### src/rtl/ws2812_chain_if.sv
// Write/start/status bundle between upstream colour logic and the WS2812 chain driver.
// The master side writes colours and requests frames; the slave side is the driver.
interface ws2812_chain_if #(
  parameter int ADDR_W = 3
);
  logic              i_Wr_En;
  logic [ADDR_W-1:0] i_Wr_Addr;
  logic [23:0]       i_Wr_Data;
  logic              i_Start;
  logic              o_Led;
  logic              o_Ready;
  logic              o_Frame_Done;

  modport master (
    output i_Wr_En, i_Wr_Addr, i_Wr_Data, i_Start,
    input  o_Led, o_Ready, o_Frame_Done
  );

  modport slave (
    input  i_Wr_En, i_Wr_Addr, i_Wr_Data, i_Start,
    output o_Led, o_Ready, o_Frame_Done
  );
endinterface

### src/rtl/ws2812_chain.sv
// Serialises a NUM_LEDS-deep GRB frame buffer onto a WS2812 daisy chain, one frame
// per start request or back-to-back when AUTO_REFRESH is set.
module ws2812_chain #(
  parameter int NUM_LEDS     = 8,
  parameter int ADDR_W       = 3,
  parameter int T0H_CYC      = 17,
  parameter int T1H_CYC      = 34,
  parameter int BIT_CYC      = 60,
  parameter int RESET_CYC    = 2880,
  parameter int AUTO_REFRESH = 0
) (
  input  logic           i_Clock,
  input  logic           i_Reset,
  ws2812_chain_if.slave  bus
);

  localparam int CNT_MAX = (BIT_CYC > RESET_CYC) ? BIT_CYC : RESET_CYC;
  localparam int CNT_W   = $clog2(CNT_MAX + 1);
  localparam int DEPTH   = 1 << ADDR_W;

  localparam logic [CNT_W-1:0]  T0H_LAST   = CNT_W'(T0H_CYC - 1);
  localparam logic [CNT_W-1:0]  T1H_LAST   = CNT_W'(T1H_CYC - 1);
  localparam logic [CNT_W-1:0]  BIT_LAST   = CNT_W'(BIT_CYC - 1);
  localparam logic [CNT_W-1:0]  LATCH_LAST = CNT_W'(RESET_CYC);
  localparam logic [ADDR_W-1:0] LAST_LED   = ADDR_W'(NUM_LEDS - 1);
  localparam logic [ADDR_W:0]   NUM_LEDS_W = (ADDR_W + 1)'(NUM_LEDS);

  typedef enum logic [2:0] {
    S_IDLE,
    S_LOAD,
    S_HIGH,
    S_LOW,
    S_LATCH
  } state_t;

  state_t            state_q, state_d;
  logic [CNT_W-1:0]  cnt_q, cnt_d;
  logic [4:0]        bit_q, bit_d;
  logic [ADDR_W-1:0] idx_q, idx_d;
  logic [23:0]       shift_q, shift_d;
  logic              led_q, led_d;
  logic              ready_q, ready_d;
  logic              done_q, done_d;
  logic [23:0]       mem_q [DEPTH];
  logic [23:0]       mem_d [DEPTH];

  // Entries at or above NUM_LEDS are never written and stay zero.
  always_comb begin
    mem_d = mem_q;
    if (bus.i_Wr_En && ({1'b0, bus.i_Wr_Addr} < NUM_LEDS_W)) begin
      mem_d[bus.i_Wr_Addr] = bus.i_Wr_Data;
    end
  end

  always_comb begin
    state_d = state_q;
    cnt_d   = cnt_q;
    bit_d   = bit_q;
    idx_d   = idx_q;
    shift_d = shift_q;
    done_d  = 1'b0;
    case (state_q)
      S_IDLE: begin
        idx_d = '0;
        cnt_d = '0;
        if (bus.i_Start || (AUTO_REFRESH != 0)) begin
          state_d = S_LOAD;
        end
      end
      S_LOAD: begin
        // Reading mem_d lets a same-edge write to this LED win over the stale entry.
        shift_d = mem_d[idx_q];
        bit_d   = 5'd23;
        cnt_d   = '0;
        state_d = S_HIGH;
      end
      S_HIGH: begin
        cnt_d = cnt_q + CNT_W'(1);
        if (cnt_q == (shift_q[23] ? T1H_LAST : T0H_LAST)) begin
          state_d = S_LOW;
        end
      end
      S_LOW: begin
        if (cnt_q == BIT_LAST) begin
          cnt_d = '0;
          if (bit_q != 5'd0) begin
            shift_d = {shift_q[22:0], 1'b0};
            bit_d   = bit_q - 5'd1;
            state_d = S_HIGH;
          end else if (idx_q != LAST_LED) begin
            idx_d   = idx_q + ADDR_W'(1);
            state_d = S_LOAD;
          end else begin
            state_d = S_LATCH;
          end
        end else begin
          cnt_d = cnt_q + CNT_W'(1);
        end
      end
      S_LATCH: begin
        if (cnt_q == LATCH_LAST) begin
          cnt_d   = '0;
          done_d  = 1'b1;
          state_d = S_IDLE;
        end else begin
          cnt_d = cnt_q + CNT_W'(1);
        end
      end
      default: begin
        state_d = S_IDLE;
      end
    endcase
    // The wire lags the state by one cycle, keeping o_Led a plain register.
    led_d   = (state_q == S_HIGH);
    ready_d = (state_d == S_IDLE);
  end

  always_ff @(posedge i_Clock or posedge i_Reset) begin
    if (i_Reset) begin
      state_q <= S_IDLE;
      cnt_q   <= '0;
      bit_q   <= '0;
      idx_q   <= '0;
      shift_q <= '0;
      led_q   <= 1'b0;
      ready_q <= 1'b1;
      done_q  <= 1'b0;
      for (int i = 0; i < DEPTH; i++) begin
        mem_q[i] <= '0;
      end
    end else begin
      state_q <= state_d;
      cnt_q   <= cnt_d;
      bit_q   <= bit_d;
      idx_q   <= idx_d;
      shift_q <= shift_d;
      led_q   <= led_d;
      ready_q <= ready_d;
      done_q  <= done_d;
      mem_q   <= mem_d;
    end
  end

  assign bus.o_Led        = led_q;
  assign bus.o_Ready      = ready_q;
  assign bus.o_Frame_Done = done_q;

endmodule

### src/flat_wrapper.sv
// flat-port wrapper written by rule: the top's interface ports become plain ports
module ws2812_chain_flat 
#(
  parameter int NUM_LEDS     = 8,
  parameter int ADDR_W       = 3,
  parameter int T0H_CYC      = 17,
  parameter int T1H_CYC      = 34,
  parameter int BIT_CYC      = 60,
  parameter int RESET_CYC    = 2880,
  parameter int AUTO_REFRESH = 0
)
  (i_Clock, i_Reset, bus_i_Wr_En, bus_i_Wr_Addr, bus_i_Wr_Data, bus_i_Start, bus_o_Led, bus_o_Ready, bus_o_Frame_Done);
  ws2812_chain_if #(.ADDR_W(ADDR_W)) bus_i ();
  input  logic i_Clock;
  input  logic i_Reset;
  input wire logic [$bits(bus_i.i_Wr_En)-1:0] bus_i_Wr_En;
  input wire logic [$bits(bus_i.i_Wr_Addr)-1:0] bus_i_Wr_Addr;
  input wire logic [$bits(bus_i.i_Wr_Data)-1:0] bus_i_Wr_Data;
  input wire logic [$bits(bus_i.i_Start)-1:0] bus_i_Start;
  output wire logic [$bits(bus_i.o_Led)-1:0] bus_o_Led;
  output wire logic [$bits(bus_i.o_Ready)-1:0] bus_o_Ready;
  output wire logic [$bits(bus_i.o_Frame_Done)-1:0] bus_o_Frame_Done;
  assign bus_i.i_Wr_En = bus_i_Wr_En;
  assign bus_i.i_Wr_Addr = bus_i_Wr_Addr;
  assign bus_i.i_Wr_Data = bus_i_Wr_Data;
  assign bus_i.i_Start = bus_i_Start;
  assign bus_o_Led = bus_i.o_Led;
  assign bus_o_Ready = bus_i.o_Ready;
  assign bus_o_Frame_Done = bus_i.o_Frame_Done;
  ws2812_chain #(.NUM_LEDS(NUM_LEDS), .ADDR_W(ADDR_W), .T0H_CYC(T0H_CYC), .T1H_CYC(T1H_CYC), .BIT_CYC(BIT_CYC), .RESET_CYC(RESET_CYC), .AUTO_REFRESH(AUTO_REFRESH)) u_core (.i_Clock(i_Clock), .i_Reset(i_Reset), .bus(bus_i));
endmodule
### config.mk
export PLATFORM = sky130hd
export DESIGN_NAME = ws2812_chain_flat
export DESIGN_NICKNAME = d
export VERILOG_FILES = /design/src/rtl/ws2812_chain_if.sv /design/src/rtl/ws2812_chain.sv /design/src/flat_wrapper.sv
export SDC_FILE = /design/constraint.sdc
export NUM_CORES = 1
export LEC_CHECK = 0
export CORE_AREA = 2 2 176 178
export CTS_BUF_LIST = sky130_fd_sc_hd__clkbuf_8
export DETAILED_ROUTE_END_ITERATION = 12
export DIE_AREA = 0 0 178 180
export PLACE_DENSITY = 0.65
export SLEW_MARGIN = 20
export SYNTH_ARGS = -nofsm -noshare
export SYNTH_HDL_FRONTEND = slang
export SYNTH_SLANG_ARGS = --single-unit
### constraint.sdc
create_clock -name i_Clock -period 12.2 [get_ports i_Clock]
set_input_delay 1.22 -clock i_Clock [delete_from_list [all_inputs] [get_ports i_Clock]]
set_output_delay 1.22 -clock i_Clock [all_outputs]
set_load 0.05 [all_outputs]
Yosys cells after proc, flatten, opt, wreduce, memory -nomap -nowiden
Index checks and enable logic that the tools add are counted.
{"block": "totals", "reg_bits": 242, "wordCells": 76}
{"block": "op_classes", "addsub": 3, "n_lt_le_gt_ge": 3, "n_eq_ne": 12, "mux": 30, "bitwise": 2, "reduce_logical": 10}
{"operator": "$bwmux W192", "n": 1}
{"operator": "$mux W192", "n": 1}
{"operator": "$mux W24", "n": 5}
{"operator": "$bmux W24 S3", "n": 1}
{"operator": "$demux W24 S3", "n": 1}
{"operator": "$pmux W12 S4", "n": 1}
{"operator": "$pmux W24 S2", "n": 1}
{"operator": "$mux W3", "n": 9}
{"operator": "$mux W12", "n": 2}
{"operator": "$pmux W3 S5", "n": 1}
{"operator": "$add A12 B1 Y12 const B", "n": 1}
{"operator": "$eq A12 B12 Y1", "n": 1}
{"operator": "$eq A12 B12 Y1 const B", "n": 1}
{"operator": "$eq A12 B6 Y1 const B", "n": 1}
{"operator": "$mux W5", "n": 2}
{"operator": "$pmux W5 S2", "n": 1}
{"operator": "$ge A4 B4 Y1 const B", "n": 2}
{"operator": "$not A3 Y4", "n": 2}
{"operator": "$eq A3 B2 Y1 const B", "n": 2}
{"operator": "$logic_not A3 Y1", "n": 2}
{"operator": "$mux W6", "n": 1}
{"operator": "$ne A2 B1 Y1 const B", "n": 3}
{"operator": "$pmux W3 S2", "n": 1}
{"operator": "$reduce_bool A5 Y1", "n": 1}
{"operator": "14 further kinds", "n": 16}

Depth between registers and ports, before layout
Gate-level depths: netlist of run 1.
{"block": "depth", "ltp_word": 11, "ltp_mapped": 9}

Least setup slack after synthesis of run 1
No wires, ideal clock.
{"block": "synth_path", "path_type": "input to register", "start": "in bus_i_Wr_Addr[1]", "end": "reg u_core.shift_q[10]", "setup_ns": 0.135, "t_arrival_ns": 2.722, "setup_slack_ns": 9.343, "cell_stages": 7, "path_buffers": 2, "cell_sequence": "nor4bb_1 -> clkbuf_1 -> buf_2 -> mux2_2 -> a22oi_1 -> a21o_1 -> a311oi_1"}
{"element": "from (decl)", "line": "flat_wrapper.sv:17", "text": "input wire logic [$bits(bus_i.i_Wr_Addr)-1:0] bus_i_Wr_Addr;"}
{"element": "to (signal assigned)", "line": "ws2812_chain.sv:136", "text": "shift_q <= shift_d;"}
{"element": "to (decl)", "line": "ws2812_chain.sv:40", "text": "logic [23:0] shift_q, shift_d;"}

==> impl_results.md, run 1 <==
- Wire per inst: around 19 um
- Critical path endpoint category: flip-flop
- Post-synth cell types: 67
- Critical-path cell list: clkdlybuf4s50_1 -> nand4bb_4 -> mux2_2 -> nor2_1 -> o31ai_1 -> a32o_1
- Slew @ Worst Pin: approximately 1.2 ns
- CORE AREA: about 30000 um^2
- Final Setup Violations: 0
- Power per cell area: 150 nW/um^2
- Asr flop ratio synth: 1.00
- Max Cap Viol: 0
- Syn_nets: around 1.2k
- Clock Path Buffers: 3
- Slew Limit Headroom: 0.213
- H-Tree Depth: 2
- WP buf/inv: 1
- Area Overhead vs Synth: 11.7%
- Vias in the first global route: between 8k and 9k
- Synth top area share: 0.509
- Initial core utilization: 0.392
- Total GRT Usage: 0.187
- Die ar.: between 30000 and 40000 um^2
- Post-detail-place hpwl: approximately 16000 um
- Post-CTS setup buffer count: 0
- Die W: around 180 um
- Nets@finish: 1140
- Die Span Y: 180 um
- Ys flop type: dfrtp_1
- Port Buffers: 33
- Sequential power share: 0.499
- CP required: ~13 ns
- Slew Limit Fails: 0
- Netlist Area Pre-Place: 11800 um^2
- Hold_buf cts: 0
- Max stage delay on crit path: roughly 1.0 ns
- Clk_lat worst skew: about 0.54 ns
- Final worst path period share: 0.295
- Clock power frac: 0.363
- Number of synthesized flops with an enable pin: 0
- Setup Crit Path Kind: in2reg
- Initial antenna violation count: 0
- CP startpoint kind: input pin
- Combinational share of power: 0.138
- Static Leak: 5.87 nW
- Largest net degree at the start of global routing: about 110
- Internal Power: 1.48 mW
- Switch Pwr: about 500 uW
- Final setup TNS: 0 ns
- Clk sinks: approximately 240
- Slowest CP cell: nand4bb_4
- # IOs: 34
- Routed vias/inst: roughly 5.7
- Cts bufs inserted: just over 40
- Worst vdd ir: roughly 79 uV
- Max Clock Freq: between 0.2 and 0.3 GHz
- Post-Layout Inst Area: approximately 13000 um^2
- Final-report hold violation count: 0
- DR vias: between 8k and 9k
- Number of detailed-route iterations in the first pass: 5
- Drt total wl: slightly below 30000 um
- Post-CTS sizing: 0
- #FFs+latches synth: 242
- Overflow after GRT: 0
- Hold Crit Class: reg2reg
- Root Buffer: clkbuf_8
- Register area share after synthesis: 0.511
- Total Power: 1.98 mW
- # fillers: 2849
- Status: finished clean
- Ys Warns: 0
- CP Max Fanout: 48
- Share of cells above drive strength 1: 0.207
- Clock transition at the registers of the reported paths: approximately 0.06 ns
- Crit-path leading delay family: simple AND/OR/NAND/NOR gates
- Period minus WS final: ~3.6 ns
- Residual DRC count: 0
- Drt first-iter violations: just under 600
- Antenna-violating nets left: 0
- Area contributors post-synth: dfrtp_1 (51%), mux2_2 (13%), nand2_1 (5.2%)
- Arrival time worst endpoint: ~4.0 ns
- RSZ-0062 raised after global routing: no
- Synth Area per Inst: 10.6 um^2
- First-pass GRT wire length: approximately 48000 um
- GP Congestion: 0.788
- Setup Skew: roughly 0.026 ns
- Largest area contributor in the netlist: dfrtp_1
- Gate count of the mapped netlist: between 1k and 1.5k
- Switching share of power: 0.253
- CTS tree: yes
- Final core occ: 0.438
- Area after DPL: ~12000 um^2
- Row cnt: 64
## placed cells by master, fill, tap and decap left out, drive strengths merged, types with 4 or more instances in the layout
cell type      instances
dfrtp                241
nand2                164
mux2                 148
nor2                  81
clkbuf                51
clkdlybuf4s50         33
a21oi                 30
nand2b                28
nand3b                28
nor3                  27
inv                   26
a22oi                 22
a21o                  22
a221oi                22
o311a                 22
o221ai                22
a311oi                22
buf                   19
a31oi                 10
nand3                  9
o21ai                  9
nor4                   7
ha                     6
nand4                  5
or2                    5
or3                    4
nor2b                  4
## worst paths after layout
check	endpoint	start	slack [ns]	cells past startpoint
max in group asynchronous	u_core.mem_q[39]$_DFF_PP0_	i_Reset	9.57	3
worst max-delay path	u_core.shift_q[0]$_DFFE_PP0P_	bus_i_Wr_Addr[1]	8.60	6
min in group asynchronous	u_core.mem_q[125]$_DFF_PP0_	i_Reset	1.25	2
worst min register to register	u_core.mem_q[103]$_DFF_PP0_	u_core.mem_q[103]$_DFF_PP0_	0.47	2
worst min-delay path	u_core.mem_q[103]$_DFF_PP0_	u_core.mem_q[103]$_DFF_PP0_	0.47	2
worst max register to register	u_core.bit_q[3]$_DFFE_PP0P_	u_core.cnt_q[6]$_DFFE_PP0P_	9.14	5
## worst register-to-register path, stage by stage (launching register included)
cell	delay, ns
dfrtp_1	0.48
or4_4	0.62
o41ai_4	0.41
nand2_1	0.70
nor4_1	0.52
mux2i_1	0.24
## cell type report
class | instances | area [um^2] | area share
Timing Repair Buffer | 52 | 473 | 0.0357
Antenna cell | 1 | 2.50 | 0.000189
Multi-Input combinational cell | 754 | 5340 | 0.404
Tap cell | 396 | 495 | 0.0374
Clock inverter | 18 | 103 | 0.00775
Clock buffer | 51 | 702 | 0.0530
Sequential cell | 242 | 6060 | 0.458
Inverter | 12 | 52.6 | 0.00397
## power groups by stage
stage	clock (mW)	combinational, mW	sequential (mW)
2_1_floorplan	0	0.222	0.989
3_3_place_gp	0	0.265	0.996
3_5_place_dp	0	0.276	1.00
4_1_cts	0.738	0.277	0.989
5_1_grt	0.777	0.307	1.00
6_report	0.719	0.274	0.989
## per-stage QoR
step                std cells  hold slack [ns]  setup WS (ns)
detailed placement       1456            0.459           8.09
finish                   1526            0.475           8.60
floorplan                1117            0.437           4.34
global placement         1456            0.454           8.12
global route             1525            0.493           8.42
CTS                      1525            0.473           8.65
## cells in the mapped netlist, types with 3 or more instances
cell type / instances
o31ai_1: 3
a311oi_1: 22
nand2b_1: 28
buf_2: 13
a41oi_1: 3
nor3b_1: 3
clkbuf_1: 88
buf_1: 3
o311a_1: 22
o221ai_1: 22
ha_1: 6
mux2_1: 6
or3_1: 4
a21oi_1: 30
nand2_1: 164
or2_0: 3
nor2b_1: 4
nand4b_1: 3
a31oi_1: 10
a22oi_1: 22
dfrtp_1: 241
and2_1: 3
inv_1: 12
mux2_2: 142
a221oi_1: 22
a21o_1: 22
nand3b_1: 28
nand4_1: 5
o21ai_1: 4
nor2_1: 81
buf_6: 3
and4b_1: 3
nand3_1: 9
nor3_1: 27
o21ai_0: 5
nor4_1: 7
## routing by layer
| metal | wire, um | vias up | global-route usage |
|---|---|---|---|
| li1 | - | 3993 | - |
| met1 | 13500 | 4419 | 0.265 |
| met2 | 13800 | 215 | 0.299 |
| met3 | 1450 | 51 | 0.0288 |
| met4 | 506 | 0 | 0.0466 |
| met5 | 0 | - | 0 |
## cells by family (layout without fill, tap and decap cells)
| family | Yosys count | in the layout | share of synthesized area |
|---|---|---|---|
| muxes | 150 | 150 | 0.142 |
| AOI/OAI and AO/OA | 210 | 210 | 0.139 |
| other | 0 | 1 | 0 |
| buffers and inverters | 121 | 133 | 0.0422 |
| adders and majority gates | 6 | 6 | 0.00634 |
| xor gates and xnor gates | 4 | 4 | 0.00296 |
| DFF | 242 | 242 | 0.511 |
| and+or+nand+nor | 384 | 384 | 0.156 |
## sequential cells by signal, summed over array words and instances (netlist names)
| name | count |
|---|---|
| u_core.mem_q | 192 |
| u_core.shift_q | 24 |
| u_core.cnt_q | 12 |
| u_core.bit_q | 5 |
| u_core.idx_q | 3 |
| u_core.state_q | 3 |
| u_core.bus.o_Frame_Done | 1 |
| u_core.bus.o_Led | 1 |
| u_core.bus.o_Ready | 1 |
(Power assumes the default switching activity.)
==> run 2: changes to the inputs <==
- PLACE_DENSITY: 0.65 -> 0.67
- clock period: 12.2 -> 3 ns (I/O delays scaled with it)
==> run 2 against run 1 <==
Routed wire length shrank 1.7%. Utilization grew 0.81 points. Sequential share of layout area shrank 0.83 points. Critical path type is now reg2reg.
==> impl_results.md, run 2 (synthesized netlist as in run 1, its figures left out) <==
- CORE AREA: 30200 um^2 (unchanged)
- Antenna-violating nets left: 0 (unchanged)
- Vias in the first global route: 8743 (was 8704)
- Row cnt: 64 (unchanged)
- Wire per inst: 18.7 um (was 19.2 um)
- Met2 wire length: 13700 um (was 13800 um)
- Die ar.: 32000 um^2 (unchanged)
- Clk sinks: 242 (unchanged)
- Final setup TNS: 0 ns (unchanged)
- Die W: 178 um (unchanged)
- Setup Crit Path Kind: reg2reg (was in2reg)
- Post-route setup slack: 0.392 ns (was 8.60 ns)
- Metal3 WL: 1280 um (was 1450 um)
- Clock transition at the registers of the reported paths: 0.06 ns (about the same)
- Clk_lat worst skew: 0.55 ns (was 0.54 ns)
- Hold_buf cts: 0 (unchanged)
- Area Overhead vs Synth: 13.8% (was 11.7%)
- Area after DPL: 12700 um^2 (was 12400 um^2)
- Clock power frac: 0.361 (was 0.363)
- Slew Limit Fails: 0 (unchanged)
- Arrival time worst endpoint: 3.01 ns (was 4.01 ns)
- Worst slack, placed: 0.245 ns (was 8.09 ns)
- Total GRT Usage: 0.182 (was 0.187)
- Sequential power share: 0.499 (about the same)
- Final core occ: 0.446 (was 0.438)
- Biggest registers after layout: u_core.mem_q: 192 flops, u_core.shift_q: 24 flops, u_core.cnt_q: 12 flops (unchanged)
- Initial core utilization: 0.392 (unchanged)
- WL met1: 13200 um (was 13500 um)
- Number of detailed-route iterations in the first pass: 5 (unchanged)
- H-Tree Depth: 2 (unchanged)
- Post-CTS sizing: 0 (unchanged)
- Nets@finish: 1157 (was 1140)
- RSZ-0062 raised after global routing: no (unchanged)
- Overflow after GRT: 0 (unchanged)
- Switch Pwr: 2.04 mW (was 501 uW)
- Post-detail-place hpwl: 16800 um (was 16100 um)
- CTS tree: yes (unchanged)
- Commonest non-fill, non-tap cell in the layout: dfrtp_1 (unchanged)
- Max Clock Freq: about 0.38 GHz
- Cts bufs inserted: 41 (unchanged)
- R2r endpoint: u_core.cnt_q[8]$_DFFE_PP0P_ (was u_core.bit_q[3]$_DFFE_PP0P_)
- Area of the multi-input gates: 5340 um^2 (unchanged)
- Crit path launch: u_core.cnt_q[6]$_DFFE_PP0P_ (was bus_i_Wr_Addr[1])
- Drt total wl: 28700 um (was 29200 um)
- Max FFs per register: 192 (unchanged)
- CP required: 3.40 ns (was 12.61 ns)
- CP startpoint kind: flip-flop (was input pin)
- Residual DRC count: 0 (unchanged)
- RR Startpoint: u_core.cnt_q[6]$_DFFE_PP0P_ (unchanged)
- Root Buffer: clkbuf_8 (unchanged)
- Clock Path Buffers: 3 (unchanged)
- Final worst path period share: 0.869
- First-pass GRT wire length: 47300 um (was 48100 um)
- Max Cap Viol: 0 (unchanged)
- Post-CTS setup buffer count: 0 (unchanged)
- Reg area: 6060 um^2 (unchanged)
- Share of cells above drive strength 1: 0.219 (was 0.207)
- Critical path endpoint category: flip-flop (unchanged)
- Status: finished clean (unchanged)
- Static Leak: 5.97 nW (was 5.87 nW)
- Final-report hold violation count: 0 (unchanged)
- CP Max Fanout: 15 (was 48)
- Final hold slack: 0.265 ns (was 0.475 ns)
- Port Buffers: 33 (unchanged)
- Combinational share of power: 0.140 (was 0.138)
- Internal reg-to-reg setup slack: 0.39 ns (was 9.14 ns)
- Capture point of the worst path: u_core.cnt_q[8]$_DFFE_PP0P_ (was u_core.shift_q[0]$_DFFE_PP0P_)
- Slew Limit Headroom: 0.533 (was 0.213)
- DR vias: 8785 (was 8678)
- Largest net degree at the start of global routing: 93 (was 112)
- Cell total after placement: 1473 (was 1456)
- Commonest cells after routing, fill and taps aside: dfrtp_1 (238), nand2_1 (164), mux2_2 (142) (unchanged)
- Drt first-iter violations: 581 (was 592)
- Final Setup Violations: 0 (unchanged)
- Routed vias/inst: 5.70 (was 5.69)
- Power per cell area: 598 nW/um^2 (was 150 nW/um^2)
- Fin cells: 1540 (was 1526)
- Highest Signal Layer: met4 (unchanged)
- Die Span Y: 180 um (unchanged)
- Setup Skew: 0.0185 ns (was 0.0261 ns)
- # fillers: 2767 (was 2849)
- Inserted Diodes: 0 (was 1)
- Slew @ Worst Pin: 0.700 ns (was 1.18 ns)
- Post-Layout Inst Area: 13500 um^2 (was 13200 um^2)
- Hold Crit Class: in2async (was reg2reg)
- Worst r2r path cells: 5 (unchanged)
- Initial antenna violation count: 0 (unchanged)
- Total Power: 8.06 mW (was 1.98 mW)
- Worst vdd ir: 287 uV (was 78.8 uV)
- Period minus WS final: ~2.6 ns
- Internal Power: 6.02 mW (was 1.48 mW)
- GP Congestion: 0.809 (was 0.788)
- Most flops, register: u_core.mem_q (unchanged)
- # IOs: 34 (unchanged)
- Switching share of power: 0.253 (about the same)
run 2: changes by cell type in the layout (fill, tap and decap cells not counted), sizes merged:
cell	change
buf	+17
clkinvlp	+2
clkbuf	-1
clkinv	-1
diode	-1
inv	-2
run 2: worst min-delay path by stage:
stage / from / to / slack [ns] / depth (start not counted)
after global routing: i_Reset / u_core.mem_q[23]$_DFF_PP0_ / 0.31 / 3
final: i_Reset / u_core.mem_q[23]$_DFF_PP0_ / 0.27 / 3
after floorplan: u_core.mem_q[191]$_DFF_PP0_ / u_core.mem_q[191]$_DFF_PP0_ / 0.44 / 2
after detailed placement: u_core.mem_q[108]$_DFF_PP0_ / u_core.mem_q[108]$_DFF_PP0_ / 0.46 / 2
after global placement: u_core.mem_q[104]$_DFF_PP0_ / u_core.mem_q[104]$_DFF_PP0_ / 0.45 / 2
after CTS: i_Reset / u_core.mem_q[23]$_DFF_PP0_ / 0.29 / 3
run 2: power by group through the flow:
| stage | registers (mW) | clock network, mW | logic, mW |
|---|---|---|---|
| floorplan | 4.02 | 0 | 0.905 |
| global placement | 4.05 | 0 | 1.09 |
| detailed placement | 4.08 | 0 | 1.13 |
| CTS | 4.02 | 2.96 | 1.14 |
| global route | 4.08 | 3.11 | 1.27 |
| finish | 4.02 | 2.91 | 1.13 |
run 2: final cells by class:
cell class | count | share of cell area
repair buffers | 69 | 0.0548
inverters | 12 | 0.00362
clock buffers | 50 | 0.0511
flip-flops and latches | 242 | 0.450
clock inverters | 17 | 0.00752
well taps | 396 | 0.0368
multi-input cells | 754 | 0.396
run 2: critical path: stages (launching register included):
cell	delay, ns
dfrtp_1	0.47
or4_4	0.62
o41ai_1	0.54
nand2_1	0.43
a41oi_1	0.33
a31oi_1	0.07
run 2: routing by layer:
metal / vias up / track usage
met3: 49 / 0.0277
li1: 4041 / -
met2: 223 / 0.292
met5: - / 0
met4: 0 / 0.0531
met1: 4472 / 0.255
==> run 3: changes to the inputs <==
- CAP_MARGIN: not set -> 40
==> results of run 3 <==
Final layout, timing and power as in run 2 (identical DEF).
